<file path="config.mk">
export PLATFORM = sky130hd
export DESIGN_NAME = product_bcd_converter_flat
export DESIGN_NICKNAME = d
export VERILOG_FILES = /design/src/rtl/product_bcd_converter_pkg.sv /design/src/rtl/product_bcd_converter_if.sv /design/src/rtl/product_bcd_converter_bcd_adjust.sv /design/src/rtl/product_bcd_converter.sv /design/src/flat_wrapper.sv
export SDC_FILE = /design/constraint.sdc
export NUM_CORES = 1
export LEC_CHECK = 0
export ABC_AREA = 1
export CAP_MARGIN = 20
export CORE_MARGIN = 4
export CORE_UTILIZATION = 49
export CTS_CLUSTER_DIAMETER = 30
export DETAILED_ROUTE_END_ITERATION = 8
export GPL_TIMING_DRIVEN = 0
export HOLD_SLACK_MARGIN = 0.02
export PLACE_DENSITY = 0.79
export SLEW_MARGIN = 20
export SYNTH_ARGS = -nofsm -noshare
export SYNTH_HDL_FRONTEND = slang
export SYNTH_HIERARCHICAL = 1
export SYNTH_SLANG_ARGS = --single-unit
</file>
<file path="constraint.sdc">
create_clock -name clk -period 1.25 [get_ports clk]
set_input_delay 0.125 -clock clk [delete_from_list [all_inputs] [get_ports clk]]
set_output_delay 0.125 -clock clk [all_outputs]
set_load 0.005 [all_outputs]
</file>
<file path="src/rtl/product_bcd_converter_pkg.sv">
// Shared constants, state encoding and helpers for the product-to-BCD converter.
// The defaults match the 7-bit product of the upstream 3x4 array multiplier.
package product_bcd_converter_pkg;

   localparam int unsigned DefW      = 7;
   localparam int unsigned DefDigits = 3;

   typedef enum logic {
      StIdle = 1'b0,
      StConv = 1'b1
   } state_e;

   // Bit-counter width; a 1-bit input still needs a 1-bit counter.
   function automatic int unsigned cnt_width(input int unsigned w);
      return (w > 1) ? $clog2(w) : 1;
   endfunction

endpackage

</file>
<file path="src/rtl/product_bcd_converter_if.sv">
// Start/busy/done handshake plus data bus between the control logic and the converter.
// The control side uses the master modport; the converter uses the slave modport.
interface product_bcd_converter_if
   import product_bcd_converter_pkg::*;
#(
   parameter int unsigned W      = DefW,
   parameter int unsigned DIGITS = DefDigits
);

   logic                  start;
   logic [W-1:0]          P;
   logic                  busy;
   logic                  done;
   logic [4*DIGITS-1:0]   BCD;

   modport master (
      output start,
      output P,
      input  busy,
      input  done,
      input  BCD
   );

   modport slave (
      input  start,
      input  P,
      output busy,
      output done,
      output BCD
   );

endinterface

</file>
<file path="src/rtl/product_bcd_converter_bcd_adjust.sv">
// Double-dabble digit correction: adds 3 to a BCD digit of 5 or more so that the
// following left shift carries correctly into the next decimal digit.
module bcd_adjust (
   input  logic [3:0] digit_i,
   output logic [3:0] digit_o
);

   always_comb begin
      digit_o = digit_i;
      if (digit_i >= 4'd5) begin
         digit_o = digit_i + 4'd3;
      end
   end

endmodule

</file>
<file path="src/rtl/product_bcd_converter.sv">
// Sequential binary-to-BCD converter (shift-add-3, one bit per clock) for the
// multiplier product; results land in a separate output register on completion.
module product_bcd_converter
   import product_bcd_converter_pkg::*;
#(
   parameter int unsigned W      = DefW,
   parameter int unsigned DIGITS = DefDigits
) (
   input  logic                   clk,
   input  logic                   rst,
   product_bcd_converter_if.slave bus
);

   localparam int unsigned     CntW    = cnt_width(W);
   localparam int unsigned     BcdW    = 4 * DIGITS;
   localparam logic [CntW-1:0] CntLast = CntW'(W - 1);

   state_e            state_q, state_d;
   logic [W-1:0]      sr_q, sr_d;
   logic [BcdW-1:0]   wd_q, wd_d;
   logic [BcdW-1:0]   wd_adj;
   logic [CntW-1:0]   cnt_q, cnt_d;
   logic [BcdW-1:0]   bcd_q, bcd_d;
   logic              done_q, done_d;

   for (genvar i = 0; i < DIGITS; i++) begin : g_adj
      bcd_adjust u_bcd_adjust (
         .digit_i (wd_q[4*i +: 4]),
         .digit_o (wd_adj[4*i +: 4])
      );
   end

   always_comb begin
      state_d = state_q;
      sr_d    = sr_q;
      wd_d    = wd_q;
      cnt_d   = cnt_q;
      bcd_d   = bcd_q;
      done_d  = 1'b0;

      case (state_q)
         StIdle: begin
            if (bus.start) begin
               sr_d    = bus.P;
               wd_d    = '0;
               cnt_d   = '0;
               state_d = StConv;
            end
         end
         StConv: begin
            // Adjusted digits and the remaining input bits shift as one register.
            {wd_d, sr_d} = {wd_adj, sr_q} << 1;
            cnt_d        = cnt_q + CntW'(1);
            if (cnt_q == CntLast) begin
               bcd_d   = wd_d;
               done_d  = 1'b1;
               state_d = StIdle;
            end
         end
         default: state_d = StIdle;
      endcase
   end

   always_ff @(posedge clk or posedge rst) begin
      if (rst) begin
         state_q <= StIdle;
         sr_q    <= '0;
         wd_q    <= '0;
         cnt_q   <= '0;
         bcd_q   <= '0;
         done_q  <= 1'b0;
      end else begin
         state_q <= state_d;
         sr_q    <= sr_d;
         wd_q    <= wd_d;
         cnt_q   <= cnt_d;
         bcd_q   <= bcd_d;
         done_q  <= done_d;
      end
   end

   assign bus.busy = (state_q == StConv);
   assign bus.done = done_q;
   assign bus.BCD  = bcd_q;

endmodule

</file>
<file path="src/flat_wrapper.sv">
// flat-port wrapper written by rule: the top's interface ports become plain ports
module product_bcd_converter_flat import product_bcd_converter_pkg::*;
#(
   parameter int unsigned W      = DefW,
   parameter int unsigned DIGITS = DefDigits
)
  (clk, rst, bus_start, bus_P, bus_busy, bus_done, bus_BCD);
  product_bcd_converter_if #(.W(W), .DIGITS(DIGITS)) bus_i ();
  input  logic clk;
  input  logic rst;
  input wire logic [$bits(bus_i.start)-1:0] bus_start;
  input wire logic [$bits(bus_i.P)-1:0] bus_P;
  output wire logic [$bits(bus_i.busy)-1:0] bus_busy;
  output wire logic [$bits(bus_i.done)-1:0] bus_done;
  output wire logic [$bits(bus_i.BCD)-1:0] bus_BCD;
  assign bus_i.start = bus_start;
  assign bus_i.P = bus_P;
  assign bus_busy = bus_i.busy;
  assign bus_done = bus_i.done;
  assign bus_BCD = bus_i.BCD;
  product_bcd_converter #(.W(W), .DIGITS(DIGITS)) u_core (.clk(clk), .rst(rst), .bus(bus_i));
endmodule
</file>
==> results.md, run 1 <==
- Cell Pwr Density: around 2600 nW/um^2
- Crit share post-route: 1.012
- Syn_area_per_cell: roughly 8 sq um
- Clk_skew: around 11 ps
- Ys Warns: 6
- Pre-antenna DRT Iters: 4
- Pin count of the biggest net entering global routing: 37
- Area delta synth->final: 36.78%
- Bufs and invs on worst path: 2
- Vias per std cell: approximately 4.9
- Final slew viol count: 0
- Wire per inst: ~12 um
- Initial drt markers: 91
- Tmin final: between 1000 and 1500 ps
- Post-synth net total: 245
- # diodes: 0
- Least-Margin Pin Slew: 707.5 ps
- HPWL after detailed placement: 2.465 mm
- Die area: roughly 4700 sq um
- Max Clk Rate: approximately 790 MHz
- R2R Setup Slk: -20 ps
- Final global-route overflow total: 0
- Crit. End Element: register
- Worst EP arrival: approximately 1500 ps
- Initial antenna violation count: 0
- CP Launch Point: u_core/wd_q[9]
- Cells on worst reg2reg path: 8
- FF-to-FF End: u_core/bus.BCD[10]
- Number of global-route vias before repair: between 1,000 and 1,500
- Final setup viols: 6
- DIE WIDTH: 68.89 um
- Reg clk slew, reported paths: around 80 ps
- Initial Util: 0.5238
- Layout cell share with drive strength beyond 1: 0.3177
- WP data required: 1460 ps
- First-pass GRT wire length: a little over 6 mm
- Final net count: 294
- CTS tree: yes
- Final Wtd Congestion: around 0.86
- Aggregate routed wire length: between 3 and 4 mm
- Num CTS Buffers: 5
- Max-Cap Viols: 0
- Total Power: 6.432 mW
- Final hold viol count: 0
- Clock buffer depth: 2
- Core footprint: roughly 3500 sq um
- Post-synthesis cell count: 227
- Startpoint Class: register
- CP Depth: 8
- Pleak: approximately 1.3 nW
- Worst skew pair latency: 280 ps
- Row count: 21
- Drt drc: 0
- CP delay by family, top: flip-flops
- Slack of the critical path: -15.62 ps
- Clock Sinks: 36
- I/O Buffers: 22
- Root Driver: clkbuf_8
- Slew headroom: 0.5277
- Worst IR Drop VDD: ~1.2 mV
- Max FO, Critical Path: 3
- IO Pins: 24
- Status: finished with violations
- Max stage delay on crit path: between 300 and 400 ps
- Setup WS pre-CTS: -106.8 ps
- CP Cell Sequence: inv_2, buf_6, ha_4, nor2_4, nor2_4, o21ai_2, nand2_1, nand2_1
- Slowest CP cell: dfrtp_1
- Detail Route Antenna Nets: 0
- HP Start: bus_start
- CP Capture Point: u_core/bus.BCD[10]
- Final Util: 0.7165
- CTS HTree Levels: 2
- DR vias: between 1,500 and 2,000
- Global-route usage over all layers: 0.1749
- Syn Std Cell Area: approximately 1800 sq um
- Failing checks: setup timing
- FILL cells: approximately 280
- Die height: between 60 and 70 um
- Worst reg2reg startpoint: u_core/wd_q[9]
- Hold Path Class: input port to register
- RSZ-0062 raised after global routing: true
- WS Path Type: register to register
[final cells by class]
class | instances | area, sq um | area share
timing repair buffer | 42 | 371.6 | 0.1495
clock inverter | 2 | 15.01 | 0.006042
multi-input combinational | 167 | 937.1 | 0.3771
tap | 46 | 57.56 | 0.02316
inverter | 17 | 63.81 | 0.02568
clock buffer | 6 | 82.58 | 0.03323
buffer | 7 | 55.05 | 0.02216
sequential | 36 | 902.1 | 0.3630
[worst min-delay path: cells and delay by family]
family | cells | cell delay (ps)
AND/OR/NAND/NOR | 2 | 140
buffers and inverters | 1 | 150
[per-stage QoR]
| stage | setup TNS (ps) | area [sq um] | cells | hold WS (ps) |
|---|---|---|---|---|
| final | -39.20 | 2485 | 323 | 172.7 |
| after global placement | -17420 | 2095 | 295 | 456.2 |
| after CTS | -23.22 | 2311 | 315 | 167.4 |
| after floorplan | 0 | 1817 | 227 | 272.1 |
| after global routing | -1135 | 2485 | 323 | 177.0 |
| after detailed placement | -902.3 | 2095 | 295 | 461.6 |
[how the worst min path moves through the flow]
stage	slack, ps	to	cells past startpoint
after global placement	460	u_core/wd_q[11]	2
after detailed placement	460	u_core/sr_q[0]	2
after floorplan	270	u_core/sr_q[0]	2
after CTS	170	u_core/sr_q[0]	3
final	170	u_core/sr_q[0]	3
after global routing	180	u_core/sr_q[0]	3
[timing repair]
action,in CTS,in global routing
pin swaps,10,31
gates cloned,0,0
endpoints found under the setup margin,33,35
gates resized for setup,26,39
endpoints found under the hold margin,0,0
hold buffers,0,0
setup buffers,12,8
[power breakdown]
group	internal [mW]	switching (mW)	total, mW
sequential	1.67	0.371	2.04
clock	0.446	0.405	0.851
combinational	1.62	1.92	3.54
[placed cells by master, fill, tap and decap left out, types with 2 or more instances in the layout]
master and instances:
dlygate4sd2_1 10, nand2_4 2, clkdlybuf4s50_1 8, ha_2 3
buf_4 22, nor2_2 3, nor2_4 8, nor2_1 7
inv_1 7, a21oi_2 2, dlymetal6s2s_1 4, inv_2 10
nand2_2 15, nand3_1 17, ha_4 4, o21ai_2 5
buf_2 2, dfrtp_1 35, buf_6 3, o21ai_0 3
o21ai_1 2, clkbuf_8 6, nand2_1 95, clkinvlp_4 2
[routing by layer]
layer / routed length [um] / global-route usage / part of all wire / vias up
met1: 1732 / 0.2259 / 0.44 / 743
met2: 1974 / 0.2893 / 0.50 / 35
met3: 171 / 0.03890 / 0.044 / 6
met4: 49 / 0.06083 / 0.012 / 0
met5: 0 / 0 / 0 / -
li1: - / - / - / 795
[state kept, by name, indices dropped and copies added, names as in the netlist]
| register | flops |
|---|---|
| u_core/bus.BCD | 12 |
| u_core/bus.busy | 1 |
| u_core/bus.done | 1 |
| u_core/cnt_q | 3 |
| u_core/sr_q | 7 |
| u_core/wd_q | 12 |
Note: power is estimated with default switching activity, not from simulation.
==> run 2: changes to the inputs <==
--- a/config.mk
+++ b/config.mk
@@ -7,12 +7,12 @@
 export LEC_CHECK = 0
 export ABC_AREA = 1
 export CAP_MARGIN = 20
-export CORE_MARGIN = 4
 export CORE_UTILIZATION = 49
 export CTS_CLUSTER_DIAMETER = 30
 export DETAILED_ROUTE_END_ITERATION = 8
 export GPL_TIMING_DRIVEN = 0
 export HOLD_SLACK_MARGIN = 0.02
+export MAX_ROUTING_LAYER = met4
 export PLACE_DENSITY = 0.79
 export SLEW_MARGIN = 20
 export SYNTH_ARGS = -nofsm -noshare
==> run 2 against run 1 <==
Effect of this change:
- the flow still finishes with violations (setup timing)
- clock power is 20% higher
- clock skew is 2.5 ps lower
- global-route usage is 5.0 points higher
- sequential power hardly changed
- register-to-register slack worse by 40 ps
- worst hold slack worse by 18 ps
- clock-buffer cell count is 1 lower
- fmax is 3.0% lower
- setup slack worse by 39 ps
- final cell count is 1.9% lower
- total power hardly changed
==> results.md, run 2 (synthesized netlist as in run 1, its figures left out) <==
- Clock buffer depth: 2
- Hold Path Class: input port to register
- Dpl cell area: 2095 sq um
- RSZ-0062 raised after global routing: true
- Crit share post-route: 1.043
- Tmin final: about 1300 ps
- I/O Buffers: 22
- Total Power: around 6.4 mW
- Row count: 21
- First-pass GRT wire length: 6.603 mm
- Initial antenna violation count: 0
- Initial Util: 0.5278
- Detail Route Antenna Nets: 0
- CTS HTree Levels: 2
- Worst skew pair latency: roughly 300 ps
- Slowest CP cell: dfrtp_1
- DR vias: roughly 1,600
- Final slew viol count: 0
- Pre-antenna DRT Iters: 4
- Max FO, Critical Path: 4
- Fin Setup TNS: -193.0 ps
- Die height: about 63 um
- Worst IR Drop VDD: roughly 1.3 mV
- Initial drt markers: 100
- Core footprint: 3442 sq um
- Vias per std cell: just over 5
- CP Cell Sequence: ha_4, nand2_4, nand2_4, nor2_4, nand2_2, o21ai_2, nand2_1, nand2_1
- Status: finished with violations
- Design area: roughly 2400 sq um
- Max-Cap Viols: 0
- Number of global-route vias before repair: between 1,500 and 2,000
- Least-Margin Pin Slew: 739.0 ps
- Final Wtd Congestion: about 0.87
- Placed Instances: about 300
- Clock Sinks: 36
- Hold path cells: 3
- Final setup viols: 6
- WP data required: between 1000 and 1500 ps
- Die area: 3955 sq um
- Final Instance Count excl. Fillers: 317
- Startpoint Class: register
- Wire per inst: 13.15 um
- Most frequent cells in the layout: nand2_1 (100), dfrtp_1 (33), buf_4 (17)
- Global-route usage over all layers: 0.2252
- Final hold viol count: 0
- Pin count of the biggest net entering global routing: 37
- Reg clk slew, reported paths: 70 ps
- Max stage delay on crit path: roughly 440 ps
- Commonest non-fill, non-tap cell in the layout: nand2_1
- HPWL after detailed placement: 2.435 mm
- # diodes: 0
- Root Driver: clkbuf_8
- WS Path Type: register to register
- Worst EP arrival: 1530 ps
- Failing checks: setup timing
- Final net count: around 290
- Aggregate routed wire length: approximately 4.2 mm
- Max Clk Rate: ~770 MHz
- Cell Pwr Density: 2640 nW/um^2
- Slack of the critical path: -54.37 ps
- CTS tree: yes
- Pleak: between 1 and 1.5 nW
- Final global-route overflow total: 0
- Cells on worst reg2reg path: 8
- R2R Setup Slk: -50 ps
- Drt drc: 0
- Clk_skew: 8.043 ps
- Num CTS Buffers: 5
- Area delta synth->final: 34.16%
- DIE WIDTH: approximately 63 um
- Crit. End Element: register
- IO Pins: 24
- Slew headroom: 0.5066
- Layout cell share with drive strength beyond 1: 0.2841
- Setup WS pre-CTS: -89.31 ps
run 2: cell types whose count changed in the layout (fill, tap and decap cells not counted), moves of 3 or more:
cell / change
dlygate4sd2_1: +3
nand2_1: +5
dlymetal6s2s_1: -3
ha_2: -3
o21ai_1: +3
buf_4: -5
nand2_2: -5
run 2: stage by stage:
step,hold WS [ps],utilization
3_5_place_dp,464.7,0.6085
6_report,155.0,0.7081
2_1_floorplan,272.1,-
3_3_place_gp,458.5,0.6085
4_1_cts,156.2,0.6692
5_1_grt,183.9,0.7081
run 2: critical path, delay by kind of cell, from the launching register on:
family / cells / cell delay, ps
adder cells (fa/ha/maj): 1 / 190
AND/OR/NAND/NOR: 6 / 540
flip-flops: 1 / 440
AO/OA/AOI/OAI: 1 / 70
run 2: path summary, 6_finish.rpt:
| kind | startpoint | endpoint |
|---|---|---|
| max | u_core/wd_q[0] | u_core/bus.BCD[2] |
| min | bus_start | u_core/sr_q[0] |
| max reg2reg | u_core/wd_q[0] | u_core/bus.BCD[2] |
| min reg2reg | u_core/sr_q[0] | u_core/sr_q[0] |
| max in group asynchronous | rst | u_core/wd_q[8] |
| min in group asynchronous | rst | u_core/bus.done |
run 2: routing by layer:
| layer | share of wire | global-route usage |
|---|---|---|
| met4 | 0.029 | 0.1308 |
| met5 | 0 | - |
| met2 | 0.50 | 0.3616 |
| met3 | 0.033 | 0.05839 |
| met1 | 0.43 | 0.2518 |
run 2: report_power, final:
part | switching, mW | internal, mW | leakage, nW
clock network | 0.435 | 0.590 | 0.0541
registers | 0.395 | 1.68 | 0.454
logic | 1.89 | 1.45 | 0.761
total | 2.72 | 3.71 | 1.27
run 2: timing repair:
item,4_1_cts,5_1_grt
pin swaps,9,33
endpoints found under the setup margin,33,30
setup buffers,9,4
hold buffers,0,0
gates resized for setup,26,37
cloned,0,1
run 2: area by class of cell:
type	instances	area, sq um
Buffer	7	55.05
Clock buffer	5	68.82
Clock inverter	3	42.54
Fill cell	265	1005
Inverter	17	63.81
Multi-Input combinational cell	167	933.4
Sequential cell	36	904.6
Tap cell	46	57.56
Timing Repair Buffer	36	311.5
